`config.mk`:
```
export PLATFORM = sky130hd
export DESIGN_NAME = can_receiver
export DESIGN_NICKNAME = d
export VERILOG_FILES = /design/src/rtl/can_receiver.sv
export SDC_FILE = /design/constraint.sdc
export NUM_CORES = 1
export LEC_CHECK = 0
export ABC_AREA = 1
export BUFFER_PORTS_ARGS = -buffer_cell sky130_fd_sc_hd__buf_2
export CAP_MARGIN = 20
export CORE_MARGIN = 2
export CORE_UTILIZATION = 35
export CTS_CLUSTER_DIAMETER = 30
export DETAILED_ROUTE_END_ITERATION = 16
export GPL_ROUTABILITY_DRIVEN = 0
export GPL_TIMING_DRIVEN = 0
export HOLD_SLACK_MARGIN = 0.12
export MAX_ROUTING_LAYER = met4
export PLACE_DENSITY = 0.59
export SYNTH_ARGS = -nofsm -noshare
export SYNTH_HDL_FRONTEND = slang
export SYNTH_SLANG_ARGS = --single-unit
```
`constraint.sdc`:
```
create_clock -name clk -period 5.9 [get_ports clk]
set_input_delay 0.59 -clock clk [delete_from_list [all_inputs] [get_ports clk]]
set_output_delay 0.59 -clock clk [all_outputs]
set_load 0.005 [all_outputs]
```
`src/rtl/can_receiver.sv`:
```
// CAN 2.0A/B bit-level frame receiver.
// Destuffs, decodes SOF..EOF, checks CRC-15, drives the ACK slot.
module can_receiver #(
  parameter logic [14:0] CRC_POLY  = 15'h4599,
  parameter int unsigned IDLE_BITS = 11
) (
  input  logic        clk,
  input  logic        rst_n,
  input  logic        sample_point,
  input  logic        rx_bit,
  output logic [10:0] rx_id_std,
  output logic [17:0] rx_id_ext,
  output logic        rx_ide,
  output logic        rx_rtr,
  output logic [3:0]  rx_dlc,
  output logic [7:0]  rx_data [0:7],
  output logic [7:0]  rx_data_byte,
  output logic        wr_rx_data_byte,
  output logic        rx_valid,
  output logic        rx_error,
  output logic [2:0]  rx_err_code,
  output logic        ack_drive,
  output logic        rx_busy
);

  typedef enum logic [3:0] {
    IDLE, ID_STD, RTR1, IDE, ID_EXT, RTR2, R1, R0,
    DLC, DATA, CRC, CRC_DELIM, ACK, ACK_DELIM, EOF, ERR_WAIT
  } state_t;

  state_t      state, state_d;
  logic [4:0]  cnt;
  logic [2:0]  run;
  logic        last;
  logic [14:0] crc, crc_rx, crc_nxt;
  logic [10:0] sh_id_std;
  logic [17:0] sh_id_ext;
  logic        sh_ide, sh_rtr;
  logic [3:0]  sh_dlc, dlc_d, nbytes, nb_d;
  logic [2:0]  byte_idx;
  logic [7:0]  shreg;
  logic        valid_pend;
  logic        dstf, stuff, err, last_byte;
  logic [2:0]  code;

  // next state, stuff detection and error classification
  always_comb begin
    state_d   = state;
    err       = 1'b0;
    code      = 3'b000;
    dstf      = (state >= ID_STD) && (state <= CRC_DELIM);
    stuff     = dstf && (run == 3'd5);
    crc_nxt   = {crc[13:0], 1'b0} ^
                ((rx_bit ^ crc[14]) ? CRC_POLY : 15'd0);
    dlc_d     = {sh_dlc[2:0], rx_bit};
    nb_d      = sh_rtr ? 4'd0 :
                ((dlc_d > 4'd8) ? 4'd8 : dlc_d);
    last_byte = (({1'b0, byte_idx} + 4'd1) == nbytes);
    if (sample_point) begin
      if (stuff) begin
        if (rx_bit == last) begin
          err  = 1'b1;
          code = 3'b001;
        end
      end else begin
        unique case (state)
          IDLE:      if (!rx_bit) state_d = ID_STD;
          ID_STD:    if (cnt == 5'd10) state_d = RTR1;
          RTR1:      state_d = IDE;
          IDE:       state_d = rx_bit ? ID_EXT : R0;
          ID_EXT:    if (cnt == 5'd17) state_d = RTR2;
          RTR2:      state_d = R1;
          R1:        state_d = R0;
          R0:        state_d = DLC;
          DLC:
            if (cnt == 5'd3)
              state_d = (nb_d == 4'd0) ? CRC : DATA;
          DATA:
            if (cnt == 5'd7 && last_byte) state_d = CRC;
          CRC:       if (cnt == 5'd14) state_d = CRC_DELIM;
          CRC_DELIM: begin
            if (!rx_bit) begin
              err  = 1'b1;
              code = 3'b010;
            end else if (crc_rx != crc) begin
              err  = 1'b1;
              code = 3'b011;
            end else begin
              state_d = ACK;
            end
          end
          ACK:       state_d = ACK_DELIM;
          ACK_DELIM: begin
            if (!rx_bit) begin
              err  = 1'b1;
              code = 3'b010;
            end else begin
              state_d = EOF;
            end
          end
          EOF: begin
            if (!rx_bit) begin
              err  = 1'b1;
              code = 3'b010;
            end else if (cnt == 5'd6) begin
              state_d = IDLE;
            end
          end
          ERR_WAIT:
            if (rx_bit && cnt == 5'(IDLE_BITS - 1))
              state_d = IDLE;
          default:   state_d = IDLE;
        endcase
      end
      if (err) state_d = ERR_WAIT;
    end
  end

  // state register
  always_ff @(posedge clk or negedge rst_n) begin
    if (!rst_n) state <= IDLE;
    else        state <= state_d;
  end

  // datapath: destuff run, CRC, field capture, output pulses
  always_ff @(posedge clk or negedge rst_n) begin
    if (!rst_n) begin
      cnt <= '0; run <= '0; last <= 1'b1;
      crc <= '0; crc_rx <= '0;
      sh_id_std <= '0; sh_id_ext <= '0;
      sh_ide <= 1'b0; sh_rtr <= 1'b0; sh_dlc <= '0;
      nbytes <= '0; byte_idx <= '0; shreg <= '0;
      valid_pend <= 1'b0;
      rx_id_std <= '0; rx_id_ext <= '0;
      rx_ide <= 1'b0; rx_rtr <= 1'b0; rx_dlc <= '0;
      for (int i = 0; i < 8; i++) rx_data[i] <= '0;
      rx_data_byte <= '0; wr_rx_data_byte <= 1'b0;
      rx_valid <= 1'b0; rx_error <= 1'b0;
      rx_err_code <= '0; ack_drive <= 1'b0;
      rx_busy <= 1'b0;
    end else begin
      rx_error        <= 1'b0;
      wr_rx_data_byte <= 1'b0;
      valid_pend      <= 1'b0;
      rx_valid        <= valid_pend;
      rx_busy         <= (state_d != IDLE);
      if (sample_point) begin
        if (err) begin
          rx_error    <= 1'b1;
          rx_err_code <= code;
          ack_drive   <= 1'b0;
          cnt         <= '0;
        end else if (stuff) begin
          run  <= 3'd1;
          last <= rx_bit;
        end else begin
          if (state >= ID_STD && state <= CRC) begin
            run  <= (rx_bit == last) ? run + 3'd1 : 3'd1;
            last <= rx_bit;
          end
          if (state >= ID_STD && state <= DATA) crc <= crc_nxt;
          cnt <= (state_d == state) ? cnt + 5'd1 : 5'd0;
          unique case (state)
            IDLE: if (!rx_bit) begin
              run <= 3'd1; last <= 1'b0; crc <= '0;
              sh_id_std <= '0; sh_id_ext <= '0;
              sh_ide <= 1'b0; sh_rtr <= 1'b0; sh_dlc <= '0;
            end
            ID_STD: sh_id_std <= {sh_id_std[9:0], rx_bit};
            RTR1:   sh_rtr <= rx_bit;
            IDE:    sh_ide <= rx_bit;
            ID_EXT: sh_id_ext <= {sh_id_ext[16:0], rx_bit};
            RTR2:   sh_rtr <= rx_bit;
            DLC: begin
              sh_dlc <= dlc_d;
              if (cnt == 5'd3) begin
                nbytes   <= nb_d;
                byte_idx <= '0;
              end
            end
            DATA: begin
              shreg <= {shreg[6:0], rx_bit};
              if (cnt == 5'd7) begin
                rx_data[byte_idx] <= {shreg[6:0], rx_bit};
                rx_data_byte      <= {shreg[6:0], rx_bit};
                wr_rx_data_byte   <= 1'b1;
                byte_idx          <= byte_idx + 3'd1;
                cnt               <= '0;
              end
            end
            CRC:       crc_rx <= {crc_rx[13:0], rx_bit};
            CRC_DELIM: ack_drive <= 1'b1;
            ACK:       ack_drive <= 1'b0;
            EOF: if (cnt == 5'd6) begin
              rx_id_std  <= sh_id_std;
              rx_id_ext  <= sh_ide ? sh_id_ext : 18'd0;
              rx_ide     <= sh_ide;
              rx_rtr     <= sh_rtr;
              rx_dlc     <= sh_dlc;
              valid_pend <= 1'b1;
            end
            ERR_WAIT: if (!rx_bit) cnt <= '0;
            default: ;
          endcase
        end
      end
    end
  end

endmodule

```
## Word level (Yosys, flattened, before mapping)

Cells that the tools add are included.

- Register bits after elaboration: 208
- Bits of input ports: 4
- Output and inout port bits: 115
- Word-level logic and storage cells: 200

- Add/sub/neg operators: 4
- $lt $le $gt $ge: 7
- Equality and inequality tests: 30
- Muxes and demuxes: 84
- Bitwise logic cells: 5
- Reductions and logical operators: 35

Operators by type and width:

| cell | count |
|---|---|
| $mux 4 | 18 |
| $bwmux 64 | 1 |
| $pmux 4 s16 | 1 |
| $mux 15 | 4 |
| $reduce_and 5->1 | 8 |
| $mux 18 | 2 |
| $pmux 18 s2 | 1 |
| $eq 4x4->1 const B | 8 |
| $mux 1 | 27 |
| $mux 5 | 5 |
| $demux 8 s3 | 1 |
| $mux 3 | 8 |
| $pmux 11 s2 | 1 |
| $eq 4x3->1 const B | 4 |
| $ne 15x15->1 | 1 |
| $xor 15x15->15 | 1 |
| $le 4x4->1 const B | 3 |
| $reduce_bool 2->1 | 6 |
| $mux 11 | 1 |
| $eq 5x3->1 const B | 2 |
| $eq 5x4->1 const B | 2 |
| $mux 2 | 5 |
| $pmux 5 s2 | 1 |
| $eq 4x2->1 const B | 2 |
| other kinds (32) | 52 |

## Longest topological paths before layout

Gate-level depths: netlist (run 1).

- Word-level depth: 16
- Gate-level depth with buffers: 18
- Mapped depth without buffers: 18

## Least setup slack after synthesis (run 1)

OpenSTA, ideal clock, no wires.

- Path type: flip-flop to flip-flop
- From: register state[1]
- To: register rx_data[62] (netlist name)
- Arrival: 2.024 ns
- Data required time: 5.777 ns
- Path slack: 3.754 ns
- Stages on the path, launching flop included: 16
- Path buffers: 3
- Period minus slack after synthesis: 2.146 ns
- Cell sequence: dfrtp_1 > buf_2 > nor2_1 > inv_2 > nor2_4 > nor2_4 > nor2_2 > nand2_2 > inv_2 > nand2_4 > nor2_8 > buf_6 > nand3_4 > buf_4 > nand2_1 > o21ai_2

- Word-level cells in the longest chain between the ends: 8

RTL lines:

| what | line | source |
|---|---|---|
| start, declared | 31 | `state_t state, state_d;` |
| start signal, assigned | 122 | `else state <= state_d;` |
| $ge 4x1->1 (tied with other cells) | 51 | `dstf = (state >= ID_STD) && (state <= CRC_DELIM);` |
| $logic_and 1x1->1 or $reduce_or 2->1 (tied branches) | - |  |
| $logic_and 1x1->1 or $pmux 1 s2 (tied branches) | 52, 66 |  |
| $mux 1 | 60 | `if (stuff) begin` |
| $mux 1 (2 in a row) | 59 | `if (sample_point) begin` |
| $not 1->1 (no source line) | - |  |
| $reduce_and 5->1 (no source line) (*) | - |  |
| end signal, assigned by index | 184 | `rx_data[byte_idx] <= {shreg[6:0], rx_bit};` |
| end, declared | 16 | `output logic [7:0] rx_data [0:7],` |

Every way passes the cells marked *; elsewhere a longest branch is shown, timed or not. The select of a mux whose other input is x is not followed.
A chain may end at the register's enable or synchronous reset.

## Worst setup path in the final report (run 1)

- From: register crc[8]
- To: register rx_id_ext[11]

- Word-level cells in the longest chain between the ends: 9

RTL lines:

| what | line | source |
|---|---|---|
| start, declared | 35 | `logic [14:0] crc, crc_rx, crc_nxt;` |
| start signal, assigned | 161 | `if (state >= ID_STD && state <= DATA) crc <= crc_nxt;` |
| $ne 15x15->1 | 85 | `end else if (crc_rx != crc) begin` |
| $mux 1 | 85 |  |
| $mux 1 | 82 | `if (!rx_bit) begin` |
| $pmux 1 s2 | 66 | `unique case (state)` |
| $mux 1 | 60 |  |
| $mux 1 (2 in a row) | 59 |  |
| $not 1->1 (no source line) | - |  |
| $reduce_and 5->1 (no source line) | - |  |
| end signal, assigned | 196 | `rx_id_ext <= sh_ide ? sh_id_ext : 18'd0;` |
| end, declared | 12 | `output logic [17:0] rx_id_ext,` |

No other way between the ends. The select of a mux whose other input is x is not followed.

==> PnR_summary.wiki, run 1 <==
{| class="wikitable"
! Metric !! Value
|-
| Syn nets || 1080
|-
| Grt met3 use || 3.62%
|-
| Layout cells sized above 1 || 19.7%
|-
| Clock share of power || 47.4%
|-
| Remaining global-route overflow || 0
|-
| Internal Power || 0.00381 W
|-
| Most instantiated flip-flop cell in the synthesis netlist || dfrtp_1
|-
| Clock tree buffer depth || 3
|-
| Overall power consumption || 0.00558 W
|-
| Clock tree from TritonCTS || built
|-
| Diode insertion count for antenna repair || 0
|-
| Initial Utilization || 35.4%
|-
| Met1 global-route usage || 24.4%
|-
| Post-synth EDFFs || 0
|-
| Syn avg cell area || 8.56 um2
|-
| Global-route wire length before repair || 40.2 mm
|-
| Most common cell after layout, fill and taps aside || nand2_1
|-
| Ratio of routed vias to standard cells || 4.80
|-
| Die boundary width || 166 um
|-
| Fmax achieved || 350 MHz
|-
| Height of the die || 166 um
|-
| Sw power || 0.00177 W
|-
| Core area || 25800 um2
|-
| Setup TNS Final || 0 ns
|-
| Vias || 7700
|-
| Number of antenna violations at the first check in global routing || 0
|-
| Simple-Gate Fraction of Synth Area || 21.7%
|-
| Signed area change from the synthesized netlist to the final layout || 29.0%
|-
| Highest fanout seen on the critical path || 10
|-
| Most crowded layer after global routing || met2
|-
| Detailed-routing iteration count for the pre-antenna-repair pass || 4
|-
| # IOs || 119
|-
| Adder-cell share of the synthesized area || 0.820%
|-
| Total of cells resized after clock tree synthesis || 0
|-
| Cts bufs inserted || 44
|-
| Logic pwr share || 20.8%
|-
| Final number of hold-violating endpoints || 0
|-
| Sequential cell fraction of total power || 31.8%
|-
| Ratio of total power to cell area || 473 nW/um2
|-
| Leakage power total || 5.94 nW
|-
| #FFs+latches synth || 207
|-
| Worst reg2reg setup slack || 3.04 ns
|-
| Shortest period the worst path allows || 2.86 ns
|-
| Worst VDD drop || 0.227 mV
|-
| Combinational family with the most area after synthesis || simple AND/OR/NAND/NOR gates
|-
| Class of the worst hold path || reg -> reg
|-
| Synth Area in Compound Gates || 12.8%
|-
| Post-synthesis mux area share || 0.123%
|-
| Critical path, cell by cell || inv_1, nand2_1, nand2_1, nor2_1, nand2_1, nor2_2, nand3_1, a21boi_2, nand2_2, inv_2, nand4_2, inv_2, nand2_1, clkbuf_1, o21ai_0
|-
| Maximum number of pins on one net before global-route repair || 114
|-
| WL final || 24.2 mm
|-
| Initial DRC count || 552
|-
| Xor and xnor area share after synthesis || 1.05%
|-
| Status || finished, final reports clean
|-
| H-tree depth || 2
|-
| Data required time at the worst endpoint || 6.33 ns
|-
| Yosys Warn Count || 0
|-
| Worst slew margin relative to its limit || 41.4%
|-
| Worst path max stage delay || 0.39 ns
|-
| Signal arrival time at the worst endpoint || 3.29 ns
|-
| Cell at the slowest stage of the critical path || dfrtp_1
|-
| Number of buffer and inverter instances along the worst setup path || 4
|-
| Global-route total usage across every layer || 18.4%
|-
| Number of antenna-violating nets in the routed design || 0
|-
| Post-route core utilization || 45.7%
|-
| Cell repeated most along the worst path || nand2_1
|-
| Path type of the worst setup path || reg -> reg
|-
| Number of pins with negative max-slew slack in the final report || 0
|-
| Clock insertion delay at the later pin of the skew report || 0.54 ns
|-
| Critical path startpoint category || flop
|-
| Drc violations || 0
|-
| HPWL after detailed placement || 16.5 mm
|-
| Syn Std Cell Area || 9160 um2
|-
| CP top delay family || simple AND/OR/NAND/NOR gates
|-
| Switching share of power || 31.7%
|-
| Fraction of synthesis flops using an asynchronous set or reset pin || 100%
|-
| Detailed-route wire length per cell || 15.1 um
|-
| Buffer type at the clock tree root || clkbuf_16
|-
| Critical path capture point type || flop
|-
| NumNets Final || 1245
|-
| Standard-cell rows || 59
|-
| Max-capacitance violation count || 0
|-
| Buffers on Ports || 117
|-
| Via count of the first global-routing pass || 7596
|-
| Post-route clock period utilization || 48.4%
|-
| Seq/Total Area, Yosys || 56.6%
|-
| Area enclosed by the die boundary || 27500 um2
|-
| RSZ-0062 raised after global routing || false
|-
| Measured slew at the worst slew-check pin || 0.871 ns
|-
| Count of different cell masters after synthesis || 46
|-
| Commonest cells after routing, fill and taps aside || nand2_1, dfrtp_1, buf_2
|-
| Clk sink count || 207
|-
| Final setup viols || 0
|-
| Clock-pin slew reported for the worst setup and hold paths after clock tree synthesis || 0.05 ns
|-
| Post-Synthesis Cells || 1070
|-
| Final Skew || 0.0149 ns
|-
| Met2 track demand over resource in global routing || 28.3%
|}
==> Yosys cell counts (all sizes together), types with 2 or more instances <==
cell type / n / area share (%)
nand2: 305 / 13
dfrtp: 206 / 56
o21ai: 164 / 9.3
inv: 121 / 5.0
nor2: 73 / 3.5
nand3: 70 / 4.2
clkbuf: 30 / 1.2
a21oi: 26 / 1.4
o22ai: 13 / 0.89
buf: 11 / 0.71
xor2: 8 / 0.77
ha: 6 / 0.82
nand4: 6 / 0.55
nor3: 5 / 0.33
o31ai: 4 / 0.33
xnor2: 3 / 0.29
a21boi: 2 / 0.20
a31oi: 2 / 0.14
nand3b: 2 / 0.16
o21a: 2 / 0.16
or2: 2 / 0.14
==> final timing paths <==
check,start,to,depth (start not counted)
min in group asynchronous,rst_n,sh_id_ext[5],2
max in group asynchronous,rst_n,rx_data[39],3
min,valid_pend,rx_valid,0
max reg2reg,crc[8],rx_id_ext[11],15
min reg2reg,valid_pend,rx_valid,0
max,crc[8],rx_id_ext[11],15
==> sequential cells by signal, indices dropped and copies added, names as in the netlist, 2 cells and up <==
signal,flops
shreg,7
sh_id_ext,18
run,3
rx_data_byte,8
crc_rx,15
cnt,5
state,4
sh_dlc,4
rx_id_ext,18
sh_id_std,11
crc,15
rx_err_code,2
byte_idx,3
rx_id_std,11
rx_data,64
rx_dlc,4
nbytes,4
==> per-layer routing <==
metal | vias to the layer above | part of all wire [%]
met3 | 64 | 4.9
met4 | 0 | 3.1
met2 | 198 | 46
met1 | 3649 | 46
li1 | 3789 | -
met5 | - | 0
==> cell type report <==
type	count	area, um2
sequential	207	5180
inverter	122	458
tap	335	419
multi-input combinational	700	3340
timing repair buffer	119	633
clock buffer	52	1170
fill	2521	14000
buffer	41	178
clock inverter	28	428
==> per-stage QoR <==
stage,cell area [um2],instances,setup WS (ns),hold WS (ns)
finish,11800,1604,3.04,0.363
global route,11800,1604,2.79,0.370
CTS,11800,1604,3.03,0.360
detailed placement,10200,1523,3.07,0.338
global placement,10200,1522,0.583,0.337
floorplan,9160,1070,3.75,0.294
==> power groups by stage <==
stage	combinational [W]	sequential, W	clock [W]
global placement	0.00114	0.00179	0
floorplan	0.000840	0.00176	0
global route	0.00133	0.00181	0.00277
CTS	0.00116	0.00178	0.00269
detailed placement	0.00115	0.00179	0
finish	0.00116	0.00178	0.00265
==> cells by family after synthesis <==
kind of cell,count (synthesis)
xor+xnor,11
mux,1
buf+inv,163
fa+ha+maj,6
compound gates,217
flops,207
other cells,1
simple gates,464
==> repair_timing <==
item | in CTS | in global routing
hold endpoints to repair | 1 | 0
hold buffers | 1 | 0
setup endpoints to repair | 0 | 0
buffers inserted | 0 | 0
No activity file was read; power rests on OpenSTA's default activity.
==> inputs of run 2 (changes only) <==
- clock period: 5.9 -> 2.8 ns (I/O delays scaled with it)
==> run 2 against run 1 <==
  * Final area grew 0.79%
  * Critical endpoint is now rx_data[63]
  * Largest power group unchanged
  * Via count up 0.17%
  * Worst setup slack lost 2.9 ns
==> PnR_summary.wiki, run 2 (synthesized netlist as in run 1, its figures left out) <==
{| class="wikitable"
! Metric !! Value
|-
| Fill count || 2506
|-
| Maximum number of pins on one net before global-route repair || 114
|-
| Cts bufs inserted || 44
|-
| Final number of hold-violating endpoints || 0
|-
| Worst slew margin relative to its limit || 44.1%
|-
| Core area || 25800 um2
|-
| Sw power || 0.00378 W
|-
| Area enclosed by the die boundary || 27500 um2
|-
| Worst reg2reg setup slack || 0.16 ns
|-
| Number of buffer and inverter instances along the worst setup path || 5
|-
| Destination of the worst register-to-register timing path || rx_data[63]
|-
| Post-layout worst setup margin || 0.163 ns
|-
| Clk sink count || 207
|-
| Largest registers || rx_data: 64 flops, rx_id_ext: 18 flops, sh_id_ext: 18 flops
|-
| Clock tree from TritonCTS || built
|-
| Remaining global-route overflow || 0
|-
| Ratio of routed vias to standard cells || 4.81
|-
| Switching share of power || 32.0%
|-
| CP top delay family || simple AND/OR/NAND/NOR gates
|-
| Worst VDD drop || 0.480 mV
|-
| HPWL after detailed placement || 16.5 mm
|-
| Number of antenna violations at the first check in global routing || 0
|-
| Critical path capture point type || flop
|-
| Most crowded layer after global routing || met2
|-
| Signal arrival time at the worst endpoint || 3.05 ns
|-
| Hold Path Cell Cnt || 4
|-
| Critical path, cell by cell || buf_2, nor2_1, inv_2, nor2_4, nor2_4, nor2_2, nand2_4, inv_4, nand2_4, nor2_8, buf_8, nand3_4, buf_6, nand2_1, o21ai_2
|-
| Shortest period the worst path allows || 2.64 ns
|-
| Leakage power total || 5.98 nW
|-
| Number of antenna-violating nets in the routed design || 0
|-
| CP endpoint || rx_data[63]
|-
| Critical path startpoint category || flop
|-
| Global-route total usage across every layer || 18.4%
|-
| Fmax achieved || 379 MHz
|-
| Path type of the worst setup path || reg -> reg
|-
| Drc violations || 0
|-
| Footprint of the multi-input gates || 3410 um2
|-
| Commonest cells after routing, fill and taps aside || nand2_1, dfrtp_1, buf_2
|-
| Status || finished, final reports clean
|-
| Layout cells sized above 1 || 20.9%
|-
| H-tree depth || 2
|-
| Met2 track demand over resource in global routing || 28.3%
|-
| Worst hold slack || 0.194 ns
|-
| Die boundary width || 166 um
|-
| Clock insertion delay at the later pin of the skew report || 0.54 ns
|-
| Via count of the first global-routing pass || 7597
|-
| Vias || 7713
|-
| Global-route wire length before repair || 40.2 mm
|-
| Worst path max stage delay || 0.36 ns
|-
| Most common cell after layout, fill and taps aside || nand2_1
|-
| Max-capacitance violation count || 0
|-
| Height of the die || 166 um
|-
| Number of flip-flops in the largest register || 64
|-
| Number of pins with negative max-slew slack in the final report || 0
|-
| NumNets Final || 1244
|-
| Initial DRC count || 573
|-
| Measured slew at the worst slew-check pin || 0.839 ns
|-
| Diode insertion count for antenna repair || 0
|-
| Logic pwr share || 21.1%
|-
| Stages on worst setup path || 15
|-
| Sequential cell area || 5180 um2
|-
| WL final || 24.2 mm
|-
| Startpoint of the worst-slack reg-to-reg timing path || state[1]
|-
| Grt met3 use || 3.62%
|-
| # placed instances || 1523
|-
| Count of non-filler cells in the finished layout || 1603
|-
| Post-route clock period utilization || 94.2%
|-
| Highest fanout seen on the critical path || 10
|-
| Internal Power || 0.00805 W
|-
| Met1 global-route usage || 24.4%
|-
| Signed area change from the synthesized netlist to the final layout || 30.0%
|-
| Sequential cell fraction of total power || 31.7%
|-
| Final setup viols || 0
|-
| Clock tree buffer depth || 3
|-
| Clock share of power || 47.2%
|-
| Final Skew || 0.0147 ns
|-
| Register with the highest flop count || rx_data
|-
| Detailed-routing iteration count for the pre-antenna-repair pass || 7
|-
| Worst setup path startpoint || state[1]
|-
| Standard-cell rows || 59
|-
| # IOs || 119
|-
| Detailed-route wire length per cell || 15.1 um
|-
| Initial Utilization || 35.4%
|-
| Data required time at the worst endpoint || 3.21 ns
|-
| RSZ-0062 raised after global routing || true
|-
| Buffers on Ports || 117
|-
| Buffer type at the clock tree root || clkbuf_16
|-
| Origin of the worst min-delay path || sample_point
|-
| Pre-CTS WS || -0.0347 ns
|-
| Cell at the slowest stage of the critical path || dfrtp_1
|-
| Number of cells on the worst reg-to-reg path || 15
|-
| Class of the worst hold path || in -> reg
|-
| Clock-pin slew reported for the worst setup and hold paths after clock tree synthesis || 0.05 ns
|-
| Ratio of total power to cell area || 994 nW/um2
|}
-- run 2: layout make-up --
class / instances / share of cell area (%)
sequential: 207 / 43.5
timing repair buffer: 120 / 5.38
buffer: 39 / 1.60
inverter: 122 / 3.92
clock buffer: 52 / 9.85
tap: 335 / 3.52
multi-input combinational: 700 / 28.6
clock inverter: 28 / 3.59
-- run 2: repair_timing --
item | CTS | global route
setup endpoints to repair | 9 | 141
setup buffers | 0 | 1
pin swaps | 0 | 2
gates resized for setup | 2 | 37
endpoints found under the hold margin | 93 | 0
hold buffers | 1 | 0
-- run 2: how the worst min path moves through the flow --
stage	to	slack (ns)
2_1_floorplan	ack_drive	-0.02
3_3_place_gp	rx_valid	0.34
3_5_place_dp	rx_valid	0.34
4_1_cts	last	0.18
5_1_grt	state[0]	0.20
6_report	last	0.19
-- run 2: per-layer routing --
metal | up-vias | routed length, um
met5 | - | 0
met4 | 0 | 769
met3 | 66 | 1230
met2 | 221 | 11200
met1 | 3633 | 11100
li1 | 3793 | -
-- run 2: power groups by stage --
stage                     Combinational (W)  Sequential [W]  Clock (W)
final                               0.00250         0.00374    0.00559
after global routing                0.00285         0.00381    0.00584
after detailed placement            0.00242         0.00378          0
after global placement              0.00240         0.00377          0
after floorplan                     0.00177         0.00372          0
after CTS                           0.00244         0.00374    0.00568
-- run 2: worst min-delay path: cells and delay by family --
family,cells,cell delay [ns]
AOI/OAI and AO/OA,1,0.07
buffers and inverters,1,0.10
and+or+nand+nor,2,0.26
-- run 2: metrics by stage --
stage          utilization [%]  total power [W]  TNS [ns]  instance area (um2)
6_report                  46.1           0.0118         0                11900
3_3_place_gp              39.3          0.00618   -453.02                10200
3_5_place_dp              39.5          0.00620   -0.0850                10200
4_1_cts                   45.7           0.0119         0                11800
5_1_grt                   46.1           0.0125   -0.0468                11900
2_1_floorplan                -          0.00548         0                 9160
